<file path="src/rtl/uart_rx.sv">
// uart_rx: asynchronous serial receiver, LSB first, optional even/odd parity, one stop bit.
// Latency: result pulses one cycle after the stop-bit majority decision (mid stop bit).
// Backpressure: none; the receiver free-runs and each pulse lasts one cycle.
//
// Ports:
//   CLK, Reset         : clock and synchronous active-high reset
//   Rx_in              : serial line, idles high (synchronized internally)
//   Parity_EN          : 1 = a parity bit follows the data bits (latched at frame start)
//   Parity_type        : 0 = even, 1 = odd (latched at frame start)
//   Data               : last correctly received word
//   Data_valid         : one-cycle pulse when Data holds a new word
//   Parity_error       : one-cycle pulse on parity failure
//   Stop_error         : one-cycle pulse when the stop bit is low
//   Busy               : high whenever the FSM is not idle
module uart_rx #(
    parameter int width    = 8,
    parameter int Prescale = 8
) (
    input  logic             CLK,
    input  logic             Reset,
    input  logic             Rx_in,
    input  logic             Parity_EN,
    input  logic             Parity_type,
    output logic [width-1:0] Data,
    output logic             Data_valid,
    output logic             Parity_error,
    output logic             Stop_error,
    output logic             Busy
);

    localparam int CW = (Prescale > 1) ? $clog2(Prescale) : 1;
    localparam int BW = (width > 1) ? $clog2(width) : 1;

    localparam logic [CW-1:0] CNT_LAST = CW'(Prescale - 1);
    localparam logic [CW-1:0] CNT_S0   = CW'(Prescale / 2 - 1);
    localparam logic [CW-1:0] CNT_S1   = CW'(Prescale / 2);
    localparam logic [CW-1:0] CNT_DEC  = CW'(Prescale / 2 + 1);
    localparam logic [BW-1:0] BIT_LAST = BW'(width - 1);

    typedef enum logic [2:0] {
        IDLE   = 3'd0,
        START  = 3'd1,
        DATA   = 3'd2,
        PARITY = 3'd3,
        STOP   = 3'd4
    } state_t;

    state_t           state_q, state_d;
    logic             sync1_q, sync1_d;
    logic             sync2_q, sync2_d;
    logic [CW-1:0]    cnt_q, cnt_d;
    logic [BW-1:0]    bit_cnt_q, bit_cnt_d;
    logic [1:0]       samp_q, samp_d;
    logic [width-1:0] shift_q, shift_d;
    logic             par_en_q, par_en_d;
    logic             par_type_q, par_type_d;
    logic             par_ok_q, par_ok_d;
    logic [width-1:0] data_q, data_d;
    logic             data_vld_q, data_vld_d;
    logic             par_err_q, par_err_d;
    logic             stop_err_q, stop_err_d;

    logic rx;
    logic vote;
    logic cnt_wrap;

    assign rx       = sync2_q;
    // Third sample is the live line at the decision count.
    assign vote     = (samp_q[0] & samp_q[1]) | (samp_q[0] & rx) | (samp_q[1] & rx);
    assign cnt_wrap = (cnt_q == CNT_LAST);

    always_comb begin
        state_d    = state_q;
        sync1_d    = Rx_in;
        sync2_d    = sync1_q;
        cnt_d      = cnt_wrap ? '0 : cnt_q + 1'b1;
        bit_cnt_d  = bit_cnt_q;
        samp_d     = samp_q;
        shift_d    = shift_q;
        par_en_d   = par_en_q;
        par_type_d = par_type_q;
        par_ok_d   = par_ok_q;
        data_d     = data_q;
        data_vld_d = 1'b0;
        par_err_d  = 1'b0;
        stop_err_d = 1'b0;

        if (cnt_q == CNT_S0) samp_d[0] = rx;
        if (cnt_q == CNT_S1) samp_d[1] = rx;

        unique case (state_q)
            IDLE: begin
                // The first low cycle counts as cycle 0 of the start bit.
                cnt_d = '0;
                if (!rx) begin
                    state_d    = START;
                    cnt_d      = CW'(1);
                    bit_cnt_d  = '0;
                    par_en_d   = Parity_EN;
                    par_type_d = Parity_type;
                end
            end
            START: begin
                if (cnt_q == CNT_DEC && vote) begin
                    state_d = IDLE;
                    cnt_d   = '0;
                end else if (cnt_wrap) begin
                    state_d = DATA;
                end
            end
            DATA: begin
                if (cnt_q == CNT_DEC) shift_d = {vote, shift_q[width-1:1]};
                if (cnt_wrap) begin
                    if (bit_cnt_q == BIT_LAST) begin
                        bit_cnt_d = '0;
                        state_d   = par_en_q ? PARITY : STOP;
                    end else begin
                        bit_cnt_d = bit_cnt_q + 1'b1;
                    end
                end
            end
            PARITY: begin
                if (cnt_q == CNT_DEC) par_ok_d = (((^shift_q) ^ vote) == par_type_q);
                if (cnt_wrap) state_d = STOP;
            end
            STOP: begin
                // Leave mid stop bit so a following start edge is caught with no gap.
                if (cnt_q == CNT_DEC) begin
                    state_d    = IDLE;
                    cnt_d      = '0;
                    stop_err_d = ~vote;
                    par_err_d  = par_en_q & ~par_ok_q;
                    if (vote && !(par_en_q && !par_ok_q)) begin
                        data_vld_d = 1'b1;
                        data_d     = shift_q;
                    end
                end
            end
            default: begin
                state_d = IDLE;
                cnt_d   = '0;
            end
        endcase
    end

    always_ff @(posedge CLK) begin
        if (Reset) begin
            state_q    <= IDLE;
            sync1_q    <= 1'b1;
            sync2_q    <= 1'b1;
            cnt_q      <= '0;
            bit_cnt_q  <= '0;
            samp_q     <= '0;
            shift_q    <= '0;
            par_en_q   <= 1'b0;
            par_type_q <= 1'b0;
            par_ok_q   <= 1'b0;
            data_q     <= '0;
            data_vld_q <= 1'b0;
            par_err_q  <= 1'b0;
            stop_err_q <= 1'b0;
        end else begin
            state_q    <= state_d;
            sync1_q    <= sync1_d;
            sync2_q    <= sync2_d;
            cnt_q      <= cnt_d;
            bit_cnt_q  <= bit_cnt_d;
            samp_q     <= samp_d;
            shift_q    <= shift_d;
            par_en_q   <= par_en_d;
            par_type_q <= par_type_d;
            par_ok_q   <= par_ok_d;
            data_q     <= data_d;
            data_vld_q <= data_vld_d;
            par_err_q  <= par_err_d;
            stop_err_q <= stop_err_d;
        end
    end

    assign Data         = data_q;
    assign Data_valid   = data_vld_q;
    assign Parity_error = par_err_q;
    assign Stop_error   = stop_err_q;
    assign Busy         = (state_q != IDLE);

endmodule

</file>
<file path="config.mk">
export PLATFORM = sky130hd
export DESIGN_NAME = uart_rx
export DESIGN_NICKNAME = d
export VERILOG_FILES = /design/src/rtl/uart_rx.sv
export SDC_FILE = /design/constraint.sdc
export NUM_CORES = 1
export LEC_CHECK = 0
export CAP_MARGIN = 20
export CORE_ASPECT_RATIO = 0.6
export CORE_UTILIZATION = 49
export CTS_BUF_LIST = sky130_fd_sc_hd__clkbuf_16
export CTS_CLUSTER_DIAMETER = 100
export DETAILED_ROUTE_END_ITERATION = 8
export PLACE_DENSITY = 0.77
export SLEW_MARGIN = 20
export SYNTH_ARGS = -nofsm -noshare
export SYNTH_HDL_FRONTEND = slang
export SYNTH_SLANG_ARGS = --single-unit
export TNS_END_PERCENT = 20
</file>
<file path="constraint.sdc">
create_clock -name CLK -period 1.55 [get_ports CLK]
set_input_delay 0.2325 -clock CLK [delete_from_list [all_inputs] [get_ports CLK]]
set_output_delay 0.2325 -clock CLK [all_outputs]
set_load 0.01 [all_outputs]
</file>
Yosys cells after proc, flatten, opt, wreduce, memory -nomap -nowiden:

Index checks and enable logic that the tools add are counted.

* flip-flop bits (word level): 35
* input bits: 5
* output and inout port bits: 12
* word-level logic and storage cells: 81

* $add $sub $neg: 2
* eq/ne operators: 16
* mux-type cells: 19
* bitwise logic cells: 12
* reductions and logical operators: 17

Operator list (count)
* 2-to-1 mux 3 bit: 14
* equality test 3 bit (second input constant): 5
* case mux 3 bit (5 select lines): 1
* case mux 3 bit (4 select lines): 1
* != test 2 bit (second input constant): 5
* equality test 3 x 2 -> 1 bit (second input constant): 3
* XOR reduction 8 bit: 1
* adder 3 x 1 -> 3 bit (second input constant): 2
* case mux 3 bit (2 select lines): 1
* AND reduction 2 bit: 3
* AND reduction 3 bit: 2
* AND reduction 6 bit: 1
* NOT 1 bit: 5
* bitwise AND 1 bit: 4
* equality test 3 x 1 -> 1 bit (second input constant): 1
* logical AND 1 bit: 3
* zero test 3 bit: 1
* != test 3 bit (second input constant): 1
* nonzero test 3 bit: 1
* OR reduction 3 bit: 1
* zero test 1 bit: 2
* 2-to-1 mux 1 bit: 2
* bitwise OR 1 bit: 2
* nonzero test 2 bit: 1
* 3 further kinds: 3

Logic depth before layout (Yosys ltp):

* word-level depth: 6
* gate-level depth with buffers: 8

Least setup slack after synthesis:

OpenSTA, ideal clock, no wires.

* path type: reg-to-reg
* start: register cnt_q[0]
* end: register state_q[2]
* setup time: 117 ps
* arrival time: 1480 ps
* path slack: -47 ps
* cell stages (with the launch flop): 7
* period minus slack after synthesis: 1597 ps
* cells stage by stage: dfxtp_1 -> ha_1 -> ha_1 -> and2_1 -> nor4_1 -> a211oi_2 -> a22o_1

* longest elaborated chain between the ends: 4
* elaborated cells on any way between the ends: 10
* those cells by class: 6 x eq/ne; 2 x mux; 2 x reduce/logical

Ends and longest elaborated chain
* from (decl): RTL line 51 `logic [CW-1:0] cnt_q, cnt_d;`
* from (signal assigned): RTL line 166 `cnt_q <= cnt_d;`
* equality test 3 bit: RTL line 104, 128
* logical AND 1 bit: RTL line 104 `if (cnt_q == CNT_DEC && vote) begin`
* != test 3 bit (no line) / 2-to-1 mux 3 bit (equally long branches)
* AND reduction 6 bit (no line) / case mux 3 bit (5 select lines) (equally long branches)
* to (signal assigned): RTL line 163 `state_q <= state_d;`
* to (decl): RTL line 48 `state_t state_q, state_d;`

Parallel ways exist; a longest one is shown, timed or not.
A chain may end at the register's enable or synchronous reset.

Worst setup path after layout:

* start: register cnt_q[1]
* end: register state_q[1]

The elaborated chain is that of the path after synthesis.

==> results.yml <==
outcome:
  outcome: "completed"
timing:
  min_period_over_period_pct: 99.6
  finalSetupTns_ns: 0
  fin_crit_ns: 1.54
  hold_violations: 0
  setup_viol: 0
  rsz0062_at_grt: "true"
  fin_skew_ns: 0.00539
  worstMarginPinSlew_ns: 0.530
  max_slew_margin_pct: 63.7
  fmax_mhz: 648
  slew_viol_final: 0
logic_synthesis:
  synthXorXnorAreaFrac_pct: 5.01
  synth_top_area_share_pct: 43.8
  synthAdderAreaFrac_pct: 6.18
  synth_compound_area_share_pct: 8.53
  synth_fp_nets: 177
  synth_area_leaders: "dfxtp_1, mux2i_1, ha_1"
  synth_top_cells_by_count: "dfxtp_1, nor2_1, mux2i_1"
  ys_warn_count: 0
  synth_ff_type: "dfxtp_1"
  synthMostInstantiatedCell: "dfxtp_1"
  avgSynthCellArea_um2: 9.69
  syn_inst: 165
  synth_edf_count: 0
  synth_mux_area_share_pct: 12.5
  yosys.area_share.simple_pct: 19.7
  async_reset_ff_share_pct: 0
  yosysUniqueCellTypes: 41
  yosysSeqAreaShare_pct: 43.8
  synth_top_family_by_area: "simple AND/OR/NAND/NOR gates"
  syn_area_um2: 1600
  ys_ff_latch: 35
  synth.largest_area_cell: "dfxtp_1"
final_layout:
  nFillCells: 207
  finalInstanceArea_um2: 2150
  nets: 206
  syn2layout_area_growth_pct: 34.5
  fin_cells: 237
  diodes: 0
  final_core_util_pct: 72.1
  layout-drive-gt1-share_pct: 26.2
clocking:
  clockBufferDepth: 2
  h-tree-depth: 2
  clkTransAtPathRegs_ns: 0.05
  ctsHoldBuffers: 0
  cts_inserted_buffers: 5
  clock_latency_ns: 0.28
  cts_sinks: 35
  cts_tree: "yes"
  clock-root-buffer: "clkbuf_16"
  cts_setup_buffers: 0
routing:
  drt_pass1_iterations: 4
  ant_nets: 0
  vias: 1292
  wl_um: 3820
  drtIter0Drc: 90
  detail_route.vias_per_cell: 5.45
  wire_per_inst_um: 16.1
  drc: 0
global_route:
  grt_max_degree: 22
  grt_overflow: 0
  first_global_vias: 1211
  grt_pass1_wl_um: 5800
  antenna_found_initial: 0
  grt_usage_pct: 23.5
placed_design:
  dpl_cell_area_um2: 1900
  detailed_place_hpwl_um: 2590
  gp_congestion: 0.878
  placedCellCount: 229
  portBuffers: 16
die:
  dieWidth_um: 75.8
  die_area_um2: 3500
  die_y_um: 46.3
  rows: 15
  pin_count: 17
  start_util_pct: 53.6
  core_um2: 2980
setup_path:
  cp_data_required_time_ns: 1.76
  arrival_ns: 1.75
  cp-end-kind: "flip-flop"
  start_kind: "flip-flop"
  cp_max_fo: 9
  critPathKind: "flip-flop to flip-flop"
job:
  drv_cap: 0
worst_hold_path:
  hold_class: "flip-flop to flip-flop"
power_and_ir_drop:
  power.density_nw_per_um2: 1010
  ir_worst_vdd_mv: 0.920
  p_leak_uw: 0.000940
worst max-delay path, stage by stage, from the launching register on:
cell and delay [ns]:
dfxtp_2 0.34, inv_2 0.06, ha_1 0.16, and2_4 0.22, a311oi_2 0.12, a211oi_2 0.34
mux2i_1 0.23
registers in the layout (all words and copies together), names as in the netlist, 2 cells and up:
name	flops
Data	8
bit_cnt_q	3
cnt_q	3
samp_q	2
shift_q	8
state_q	3
layout by cell type (no fill, tap or decap), types with 3 or more instances in the layout:
master / count
dfxtp_2: 3
nor2_1: 22
clkdlybuf4s50_1: 15
xnor2_1: 3
nand2_1: 7
a21oi_1: 4
inv_1: 7
ha_1: 5
clkbuf_16: 5
dfxtp_1: 31
buf_4: 13
nor3_1: 4
nand2b_1: 4
mux2i_1: 20
area by class of cell:
cell class,instances,area (um2),area share (%)
clock buffer,5,125,5.82
sequential,35,708,32.9
tap,42,52.6,2.44
multi-input combinational,114,918,42.7
timing repair buffer,30,278,12.9
clock inverter,3,38.8,1.80
inverter,8,30.0,1.40
power breakdown:
| group | internal [uW] | switching (uW) | leakage (uW) |
|---|---|---|---|
| Clock | 749 | 366 | 0.0000812 |
| Combinational | 61.8 | 72.2 | 0.000573 |
| Sequential | 910 | 10.1 | 0.000285 |
| Total | 1720 | 448 | 0.000940 |
kinds of logic after synthesis:
| kind of cell | count (synthesis) |
|---|---|
| AND/OR/NAND/NOR | 61 |
| flip-flops | 35 |
| multiplexers | 20 |
| AO/OA/AOI/OAI | 19 |
| buffers and inverters | 16 |
| adder cells (fa/ha/maj) | 8 |
| XOR/XNOR | 6 |
layer usage:
layer | GRT usage, % | vias up | wire, um
li1 | - | 622 | -
met1 | 30.9 | 616 | 1750
met2 | 37.7 | 45 | 1800
met3 | 6.13 | 9 | 227
met4 | 8.52 | 0 | 51
met5 | 0 | - | 0
metrics by stage:
stage / hold slack, ns / setup slack (ns) / power [uW]
global route: 0.448 / -0.0298 / 2240
detailed placement: 0.403 / -0.105 / 1050
finish: 0.415 / 0.00671 / 2170
global placement: 0.408 / -0.0176 / 1050
floorplan: 0.336 / 0.0211 / 1000
CTS: 0.419 / -0.00614 / 2170
timing repair:
item	CTS	global route
resized for setup	13	14
pin swaps	3	2
setup endpoints to repair	27	19
final timing paths:
path | start | to | slack (ns) | depth (start not counted)
worst min-delay path | sync1_q | rx | 0.42 | 1
worst min register to register | sync1_q | rx | 0.42 | 1
worst max register to register | cnt_q[1] | state_q[1] | 0.007 | 6
worst max-delay path | cnt_q[1] | state_q[1] | 0.007 | 6
Note: power is estimated with default switching activity, not from simulation.
